File: config.mk
export PLATFORM = sky130hd
export DESIGN_NAME = core_pipe_ctrl
export DESIGN_NICKNAME = d
export VERILOG_FILES = /design/src/rtl/core_pipe_ctrl_pkg.sv /design/src/rtl/core_hazard_detect.sv /design/src/rtl/core_pipe_ctrl.sv
export SDC_FILE = /design/constraint.sdc
export NUM_CORES = 1
export LEC_CHECK = 0
export ABC_AREA = 1
export CAP_MARGIN = 5
export CORE_MARGIN = 2
export CORE_UTILIZATION = 33
export DETAILED_ROUTE_END_ITERATION = 10
export HOLD_SLACK_MARGIN = 0.05
export PLACE_DENSITY = 0.66
export SKIP_CTS_REPAIR_TIMING = 1
export SLEW_MARGIN = 20
export SYNTH_ARGS = -nofsm -noshare
export SYNTH_HDL_FRONTEND = slang
export SYNTH_SLANG_ARGS = --single-unit
File: constraint.sdc
create_clock -name clock -period 3.2 [get_ports clock]
set_input_delay 0.48 -clock clock [delete_from_list [all_inputs] [get_ports clock]]
set_output_delay 0.48 -clock clock [all_outputs]
set_load 0.01 [all_outputs]
File: src/rtl/core_pipe_ctrl_pkg.sv
// Shared types for the core pipeline controller: PC source select and
// sequencer state encoding.
package structures;

   typedef enum logic [1:0] {
      PC_SEQ     = 2'd0,
      PC_BRANCH  = 2'd1,
      PC_EXC_VEC = 2'd2,
      PC_EPC     = 2'd3
   } pc_src_t;

   typedef enum logic [1:0] {
      ST_RUN      = 2'd0,
      ST_MD_WAIT  = 2'd1,
      ST_EXC_HOLD = 2'd2
   } pipe_ctrl_state_t;

   localparam int REG_W = 5;

endpackage

File: src/rtl/core_hazard_detect.sv
// Combinational load-use detector: an EX-stage load whose destination is read
// by the instruction currently in ID.
module core_hazard_detect
   import structures::*;
(
   input  logic             ex_load,
   input  logic             ex_write_enable,
   input  logic [REG_W-1:0] ex_W_regnum,
   input  logic [REG_W-1:0] id_rs,
   input  logic [REG_W-1:0] id_rt,
   input  logic             id_uses_rs,
   input  logic             id_B_is_reg,
   output logic             load_use
);

   logic rs_hit;
   logic rt_hit;

   assign rs_hit   = id_uses_rs  & (id_rs == ex_W_regnum);
   assign rt_hit   = id_B_is_reg & (id_rt == ex_W_regnum);
   // $0 is hardwired to zero, so a load targeting it never creates a hazard
   assign load_use = ex_load & ex_write_enable & (ex_W_regnum != '0) & (rs_hit | rt_hit);

endmodule

File: src/rtl/core_pipe_ctrl.sv
// Central stall/flush/redirect sequencer: resolves exception, ERET, branch,
// mul/div interlock and load-use hazards in fixed priority order.
module core_pipe_ctrl
   import structures::*;
#(
   parameter int MD_TIMEOUT      = 40,
   parameter int MD_CNT_W        = 6,
   parameter int EXC_HOLD_CYCLES = 2
) (
   input  logic             clock,
   input  logic             reset,
   input  logic [REG_W-1:0] id_rs,
   input  logic [REG_W-1:0] id_rt,
   input  logic             id_uses_rs,
   input  logic             id_B_is_reg,
   input  logic             id_md_use,
   input  logic             ex_load,
   input  logic             ex_write_enable,
   input  logic [REG_W-1:0] ex_W_regnum,
   input  logic             ex_branch_taken,
   input  logic             ex_md_start,
   input  logic             md_done,
   input  logic             exc_req,
   input  logic             eret_req,
   output logic             if_stall,
   output logic             id_stall,
   output logic             id_flush,
   output logic             ex_flush,
   output logic [1:0]       pc_src,
   output logic             exc_ack,
   output logic             md_busy,
   output logic             md_timeout
);

   localparam int HOLD_W = (EXC_HOLD_CYCLES < 2) ? 1 : $clog2(EXC_HOLD_CYCLES);
   localparam logic [MD_CNT_W-1:0] MD_LAST   = MD_CNT_W'(MD_TIMEOUT - 1);
   localparam logic [HOLD_W-1:0]   HOLD_LAST = HOLD_W'(EXC_HOLD_CYCLES - 1);

   pipe_ctrl_state_t    state_q, state_d;
   logic [MD_CNT_W-1:0] md_cnt_q, md_cnt_d;
   logic [HOLD_W-1:0]   hold_cnt_q, hold_cnt_d;
   pc_src_t             pc_sel;
   logic                load_use;
   logic                md_stall;

   core_hazard_detect u_hazard (
      .ex_load         (ex_load),
      .ex_write_enable (ex_write_enable),
      .ex_W_regnum     (ex_W_regnum),
      .id_rs           (id_rs),
      .id_rt           (id_rt),
      .id_uses_rs      (id_uses_rs),
      .id_B_is_reg     (id_B_is_reg),
      .load_use        (load_use)
   );

   always_ff @(posedge clock) begin
      if (reset) begin
         state_q    <= ST_RUN;
         md_cnt_q   <= '0;
         hold_cnt_q <= '0;
      end else begin
         state_q    <= state_d;
         md_cnt_q   <= md_cnt_d;
         hold_cnt_q <= hold_cnt_d;
      end
   end

   always_comb begin
      state_d    = state_q;
      md_cnt_d   = md_cnt_q;
      hold_cnt_d = hold_cnt_q;
      pc_sel     = PC_SEQ;
      if_stall   = 1'b0;
      id_stall   = 1'b0;
      id_flush   = 1'b0;
      ex_flush   = 1'b0;
      exc_ack    = 1'b0;
      md_busy    = 1'b0;
      md_timeout = 1'b0;
      md_stall   = 1'b0;

      if (!reset) begin
         if (state_q == ST_EXC_HOLD) begin
            // Post-exception shadow: keep ID empty and mask every new event
            id_flush   = 1'b1;
            hold_cnt_d = hold_cnt_q + HOLD_W'(1);
            if (hold_cnt_q == HOLD_LAST) begin
               state_d    = ST_RUN;
               hold_cnt_d = '0;
            end
         end else if (exc_req || eret_req) begin
            id_flush   = 1'b1;
            ex_flush   = 1'b1;
            pc_sel     = exc_req ? PC_EXC_VEC : PC_EPC;
            exc_ack    = exc_req;
            state_d    = ST_EXC_HOLD;
            hold_cnt_d = '0;
            md_cnt_d   = '0;
         end else begin
            if (state_q == ST_MD_WAIT) begin
               md_busy  = 1'b1;
               md_cnt_d = md_cnt_q + MD_CNT_W'(1);
               if (md_done) begin
                  state_d  = ST_RUN;
                  md_cnt_d = '0;
               end else if (md_cnt_q == MD_LAST) begin
                  md_timeout = 1'b1;
                  state_d    = ST_RUN;
                  md_cnt_d   = '0;
               end else begin
                  md_stall = id_md_use;
               end
            end else if (ex_md_start) begin
               state_d  = ST_MD_WAIT;
               md_cnt_d = '0;
            end

            // A taken branch flushes ID anyway, so any stall would be wasted
            if (ex_branch_taken) begin
               pc_sel   = PC_BRANCH;
               id_flush = 1'b1;
            end else if (md_stall || load_use) begin
               if_stall = 1'b1;
               id_stall = 1'b1;
            end
         end
      end
   end

   assign pc_src = pc_sel;

endmodule

# After elaboration in Yosys (flattened, before gate mapping)
# Cells that the tools add are included.
# Widths: inputs -> output; s select.
# op_classes
add_sub_neg	2
eq_ne	7
mux	51
bitwise	7
reduce_logical	8
# op_table
cell	count
$mux 1	36
$mux 6	5
$mux 2	10
$eq 5x5->1	2
$add 6x1->6 const B	1
$eq 6x6->1 const B	1
$and 1x1->1	5
$ne 5x4->1 const B	1
$reduce_bool 5->1	1
$reduce_bool 4->1	1
$reduce_and 3->1	1
$reduce_bool 3->1	1
$eq 2x1->1 const B	1
$eq 2x2->1 const B	1
$logic_or 1x1->1	2
$ne 2x2->1 const B	1
$reduce_and 2->1	1
$reduce_bool 2->1	1
$add 1x1->1 const B	1
$not 1->1	1
$or 1x1->1	1
# word_totals
reg_bits	9
inputBits	27
output_inout_bits	9
elab_cells	78

# Logic depth before layout (Yosys ltp)
# depth
depth_word	13
ltp_mapped	9

# Hierarchy
# Synthesis repeated with hierarchy kept, for this count alone.
# hier_totals
cells_unflattened	163
area_unflattened_um2	864.6
# modules_own_cells
module	instances	cells_each	area_per_inst_um2	seq_area_each_um2
core_pipe_ctrl	1	107	644.4	180.2
core_hazard_detect	1	56	220.2	0.0

# Worst setup path after synthesis
# OpenSTA, ideal clock, no wires.
# synth_timing
path_type	in2out
startpoint	in eret_req
endpoint	out md_timeout
arrival_ps	1309
t_required_ps	2720
path_slack_ps	1411
stages	5
cell_sequence	nor2_4 -> inv_1 -> nor3_1 -> nand2_1 -> nor2_1
# synth_between
elab_chain_len	4
# synth_rtl
item	line	rtl
start: declaration	core_pipe_ctrl.sv:24	input logic eret_req,
$logic_or 1x1->1	core_pipe_ctrl.sv:92	end else if (exc_req || eret_req) begin
$mux 1	core_pipe_ctrl.sv:92	
$mux 1	core_pipe_ctrl.sv:84	if (state_q == ST_EXC_HOLD) begin
$mux 1	core_pipe_ctrl.sv:83	if (!reset) begin
end: declaration	core_pipe_ctrl.sv:32	output logic md_timeout
# No other way between the ends.

# Worst setup path in the final report
# layout_timing
startpoint	in ex_W_regnum[2]
endpoint	out if_stall
# layout_between
elab_chain_len	10
word_cells_on_any_way	14
# layout_rtl
item	line	rtl
start: declaration	core_pipe_ctrl.sv:19	input logic [REG_W-1:0] ex_W_regnum,
$eq 5x5->1 (on tied branches)	core_hazard_detect.sv:19, core_hazard_detect.sv:20	
$and 1x1->1 (on tied branches)	core_hazard_detect.sv:19, core_hazard_detect.sv:20	
$or 1x1->1	core_hazard_detect.sv:22	assign load_use = ex_load & ex_write_enable & (ex_W_regnum != '0) & (rs_hit | rt_hit);
$and 1x1->1 (*)	core_hazard_detect.sv:22	
$logic_or 1x1->1 (*)	core_pipe_ctrl.sv:123	end else if (md_stall || load_use) begin
$mux 1 (*)	core_pipe_ctrl.sv:123	
$mux 1 (*)	core_pipe_ctrl.sv:120	if (ex_branch_taken) begin
$mux 1 (*)	core_pipe_ctrl.sv:92	
$mux 1 (*)	core_pipe_ctrl.sv:84	
$mux 1 (*)	core_pipe_ctrl.sv:83	
end: declaration	core_pipe_ctrl.sv:25	output logic if_stall,
# Mark *: on every way between the ends. The rest lies on a longest branch, timed or not.

==> results list <==
- Result of the run: completed
- Measured against its own limit, the worst slew margin works out to 75.7%.
* Endpoint of the lowest-slack register-to-register path: state_q[0]$_SDFFE_PP0P_
* Final count of negative-setup-slack endpoints: 0
- Final cell area excluding filler cells: 1250 µm²
* Number of global-route vias before repair: 838
* Distinct cell type count of the synthesized netlist: 25
* Global route total overflow: 0
* Die ar.: 3010 µm²
- Max Clock Freq: 367 MHz
- Startpoint kind of the worst setup timing path: input pin
* Kind of capture point of the worst setup path: primary output
- Launch point of the worst reg-to-reg path: md_cnt_q[0]$_SDFFE_PP0P_
- 36 I/O pins were placed.
* Top cell type by total area after synthesis: nand2_1
* Setup repair after global routing missed its margin: no
- R2R depth: 9
- Initial core utilization: 34.8%
- Minimum period implied by the final worst setup slack: 2720 ps
- VDD sags by at most 0.366 mV.
- In the final timing run, aggregate negative setup slack is 0 ps.
- Share of synthesized registers carrying an async set or reset: 0%
- Total wire length after detailed routing: 2020 µm
* Warnings, synthesis: 0
* Seq/Total Area, Yosys: 21.1%
- Each instance of the synthesized netlist takes up on average ~5.7 µm².
- At the later pin of the worst-skew pair, clock insertion delay measures ~260 ps.
- Clock-pin slew was measured on the worst setup and hold paths at 60 ps.
- Number of nets in the synthesized netlist: ~180
- Cells with a size suffix above 1 make up 11.8% of the layout.
- The initial antenna violation count was 0.
- Area after detailed placement: 1230 µm²
- CTS H-Tree Depth: 1
- Total via count in the routed design: between 900 and 1000
* Max Buffers Root-to-Sink: 2
- Mapped Area: roughly 850 µm²
- The finished layout holds 217 standard cells, fillers aside.
- The critical path is of the in2out type.
* Leakage Power: 0.591 nW
- Total instance count after detailed placement: 213
- Power density cells: between 300 and 400 nW/µm²
* Diode insertion count for antenna repair: 0
* Final hold slack: between 500 and 600 ps
- Among all stages on the critical path, the largest delay is contributed by clkdlybuf4s50_1.
- The count of final max-slew check failures was 0.
* Number of vias per cell: 4.47
- The synthesized design contains 0 enable-type register cells.
* CTS tree: yes
* Cells on Worst Hold Path: 2
* Chip width: 54.9 µm
- The total area inside the core boundary comes to 2450 µm².
- Count of maximum capacitance violations: 0
- Counting the fill cells in the layout gives between 200 and 250.
- Global router's overall resource usage: 14.9%
* Residual DRC: 0
- Y dimension of the die: around 55 µm
* Type of the worst min-delay path: reg2reg
* Worst clock skew: 3.25 ps
- Counting stages on the worst path, the most repeated cell is nand2_1.
- Placer's final routability congestion estimate: 0.813
- Fraction of post-synthesis cell area in the top cell type by area: about 22%
* Dominant synthesized flop cell: dfxtp_1
* Data required, critical path: 2720 ps
* Clock sink count: 9
- End point of the most critical hold path: hold_cnt_q$_SDFFE_PP0P_
* CP top delay family: buffers and inverters
- Slowest Stage Delay on Critical Path: 570 ps
- Post-route antenna net violation count: 0
- Walking the worst path, the cells encountered are clkdlybuf4s50_1 > inv_1 > nand2_1 > nand2_1 > nor2_1 > nand3_1 > nand2_1 > nand2_1 > a21oi_1 > clkdlybuf4s50_1.
- Yosys attributes the largest share of cell area to nand2_1 22%, dfxtp_1 21%, inv_1 11%, nor2_1 7.5%, nor2_2 4.4%.
- From synthesis to final layout, the design area changed by 46.8%.
- Number of buffer cells added on primary ports: 35
* Site Rows: 18
- Number of iterations in the first detailed-routing pass: 4
- Number of DRC markers in iteration 0: 16
- The startpoint identified for the worst hold timing path is hold_cnt_q$_SDFFE_PP0P_.
- Endpoints failing hold: 0
* Post-layout util: 51.0%
- For this run, the post-layout net count is 216.
- Across all register-to-register paths, the minimum setup slack is roughly 1900 ps.
- Counting the buffers created by CTS gives 3.
- Together, buffers and inverters on the worst path number 3.
- Average wire per cell in the routed design: a little over 9 µm
- The first global-routing pass estimated 3300 µm of wire.
- After technology mapping, the gate count stands at 150.
* Final period util: approximately 85%
- Arrival time reported for the critical path endpoint: 2240 ps
* Clock root buffer: clkbuf_4
- At the pin with the least slew margin, the transition time is 356 ps.
- Of all nets on the critical path, the largest fanout is 3.
* Seq cells post-synth: 9
- Entering global routing, the biggest net connects 10 pins.
* HPWL after detailed placement: 1790 µm
-- area by class of cell --
class	instances	area, µm²	share of cell area, %
inverters	31	116	9.29
flip-flops and latches	9	180	14.4
well taps	30	37.5	3.00
clock buffers	4	26.3	2.10
multi-input cells	108	542	43.3
repair buffers	35	350	28.0
-- metrics by stage --
stage	setup WS, ps	power [W]
2_1_floorplan	1410	0.000249
3_3_place_gp	489	0.000318
3_5_place_dp	484	0.000320
4_1_cts	471	0.000409
5_1_grt	308	0.000437
6_report	477	0.000403
-- worst max-delay path by stage --
stage / start / to / slack [ps] / cells after the start
after CTS: ex_W_regnum[2] / if_stall / 470 / 10
after global routing: ex_W_regnum[2] / if_stall / 310 / 10
after floorplan: eret_req / md_timeout / 1410 / 5
after detailed placement: ex_W_regnum[2] / if_stall / 480 / 10
after global placement: ex_W_regnum[4] / if_stall / 490 / 10
final: ex_W_regnum[2] / if_stall / 480 / 10
-- registers in the layout, indices dropped and copies added (netlist names) --
signal,flops
hold_cnt_q,1
state_q,2
md_cnt_q,6
-- where the power goes --
| group | internal [W] | leakage, nW | switching, W |
|---|---|---|---|
| combinational | 0.0000858 | 0.503 | 0.000102 |
| clock | 0.0000480 | 0.0150 | 0.0000386 |
| sequential | 0.000122 | 0.0731 | 0.00000675 |
| total | 0.000256 | 0.591 | 0.000148 |
-- worst reg2reg max path, stage by stage, from the launching register on --
cell      delay (ps)
dfxtp_1          340
ha_1             170
nand2_1           80
nor2_2           100
nand3_2          120
nand2_2          130
nand3_1          100
nand2_1           80
clkinv_1          60
nor2_2            90
-- cells in the mapped netlist (2+ instances only) --
cell	count
dfxtp_1	9
nor2_1	17
o21ai_0	2
inv_1	26
buf_4	2
nand4_1	3
nand2_2	2
nand3_1	7
nor2_2	6
nor3_1	2
xor2_1	2
nand2_1	50
clkinv_1	2
nand3_2	3
a21oi_1	4
inv_2	3
nor2_4	2
-- cells in the final DEF, fill, tap and decap left out, drive strengths merged --
cell / instances
clkdlybuf4s50: 35
nand2: 53
nor3: 3
clkbuf: 4
ha: 1
dfxtp: 9
xor2: 2
nand3: 10
inv: 29
o22ai: 1
clkinv: 2
o31ai: 1
a21oi: 4
a2111oi: 1
nor2: 25
nand4: 3
o21ai: 3
or2: 1
-- logic make-up (layout without fill, tap and decap cells) --
| kind of cell | after synthesis | count (layout) | share of synthesized area, % |
|---|---|---|---|
| and+or+nand+nor | 95 | 95 | 53.2 |
| buffers and inverters | 33 | 70 | 15.4 |
| AOI/OAI and AO/OA | 10 | 10 | 6.75 |
| DFF | 9 | 9 | 21.1 |
| xor gates and xnor gates | 2 | 2 | 2.05 |
| adders and majority gates | 1 | 1 | 1.47 |
-- metal layers --
metal | up-vias | global-route usage (%) | wire length, µm
met1 | 416 | 18.1 | 936
li1 | 530 | - | -
met5 | - | 0 | 0
met4 | 0 | 2.92 | 8
met3 | 2 | 3.83 | 103
met2 | 21 | 26.4 | 970
No activity file was read; power rests on OpenSTA's default activity.
==> edit, RTL diff (same flow settings) <==
Change the parameter `EXC_HOLD_CYCLES` from 2 to 1.
--- a/src/rtl/core_pipe_ctrl.sv
+++ b/src/rtl/core_pipe_ctrl.sv
@@ -6,5 +6,5 @@
    parameter int MD_TIMEOUT      = 40,
    parameter int MD_CNT_W        = 6,
-   parameter int EXC_HOLD_CYCLES = 2
+   parameter int EXC_HOLD_CYCLES = 1
 ) (
    input  logic             clock,
Check against the original RTL: not equivalent (a bounded check fails within 4 cycles, from zero or initial values and one cycle with reset high).
==> edit against the unedited design <==
  * Final area fell by 7.1%
  * Routed wire length decreased by 4.2%
  * Sequential cell count fell by 1
  * Core utilization is 1.6 points higher
  * Count of clock-buffer cells in the layout fell by 1
  * Global-route usage grew 0.76 points
  * Fmax decreased by 0.12%
  * Via count shrank 2.3%
  * Synthesized area shrank 8.8%
  * Setup slack worse by 3.3 ps
Power is not compared: it rests on default switching activity, and its combinational part moved more than twofold at a synthesized area within 25%.
==> edit: results (changes against the unedited design) <==
Run status: completed
Met3 routed WL: 130 um (+26%)
Crit. Startpoint: ex_W_regnum[1]
Syn_nets: 170 (-4.5%)
Met1 Resource Use GR: 18.4% (+0.37 points)
Post-Route M1 WL: 898 um (-4.1%)
Hold Path Origin: state_q[0]$_SDFFE_PP0P_
Path depth of the worst reg2reg path: 6 (-3)
Post-Synth XOR/XNOR Area: 3.38% (+1.3 points)
Largest net degree at the start of global routing: 9 (-1)
Worst R2R Start: md_cnt_q[1]$_SDFFE_PP0P_
Seq/Total Area, Yosys: 20.6% (-0.54 points)
Routability Congestion: 0.836 (+2.8%)
Highest metal used: met3
Compound-Gate Fraction of Synth Area: 8.36% (+1.6 points)
First-pass GRT wire length: 3320 um (+0.61%)
Synth Area per Inst: 5.48 um^2 (-3.7%)
1st-iter DRT viols: 22 (+6)
Share of cells above drive strength 1: 7.34% (-4.4 points)
GR Util met2: 28.5% (+2.2 points)
Top flop regs: md_cnt_q x6, state_q x2
Post-synthesis adder-cell area fraction: 1.61% (+0.14 points)
Detailed-placement wirelength estimate: 1660 um (-6.8%)
Synth area leaders: nand2_1 (21%), dfxtp_1 (21%), inv_1 (14%)
GR Util met3: 6.00% (+2.2 points)
Global-route usage over all layers: 15.7% (+0.76 points)
Worst-margin pin slew: 373 ps (+16.8 ps)
Routed wl met2: 905 um (-6.7%)
Final #Nets: 207 (-4.2%)
edit: changes by cell type after synthesis, sizes merged, moves of 2 or more:
cell / change
clkinv: -2
nand3: +2
nor2: -6
inv: +2
nand2: -7
nand4: +2
edit: area by class of cell:
type / count / area, um^2
Tap cell: 28 / 35.0
Clock buffer: 3 / 22.5
Inverter: 31 / 116
Fill cell: 248 / 1050
Timing Repair Buffer: 35 / 350
Multi-Input combinational cell: 100 / 479
Sequential cell: 8 / 160
edit: stage by stage:
step                hold WS, ps  worst slack, ps  cells
global placement            484              496    202
finish                      496              474    205
global route                525              319    205
detailed placement          493              478    202
CTS                         499              479    205
floorplan                   463             1430    142
edit: worst register-to-register path, stage by stage, from the launching register on:
cell	delay [ps]
dfxtp_1	360
ha_1	220
nand4_1	250
nand3_2	190
o21ai_2	80
nand3_1	70
nand2_1	60
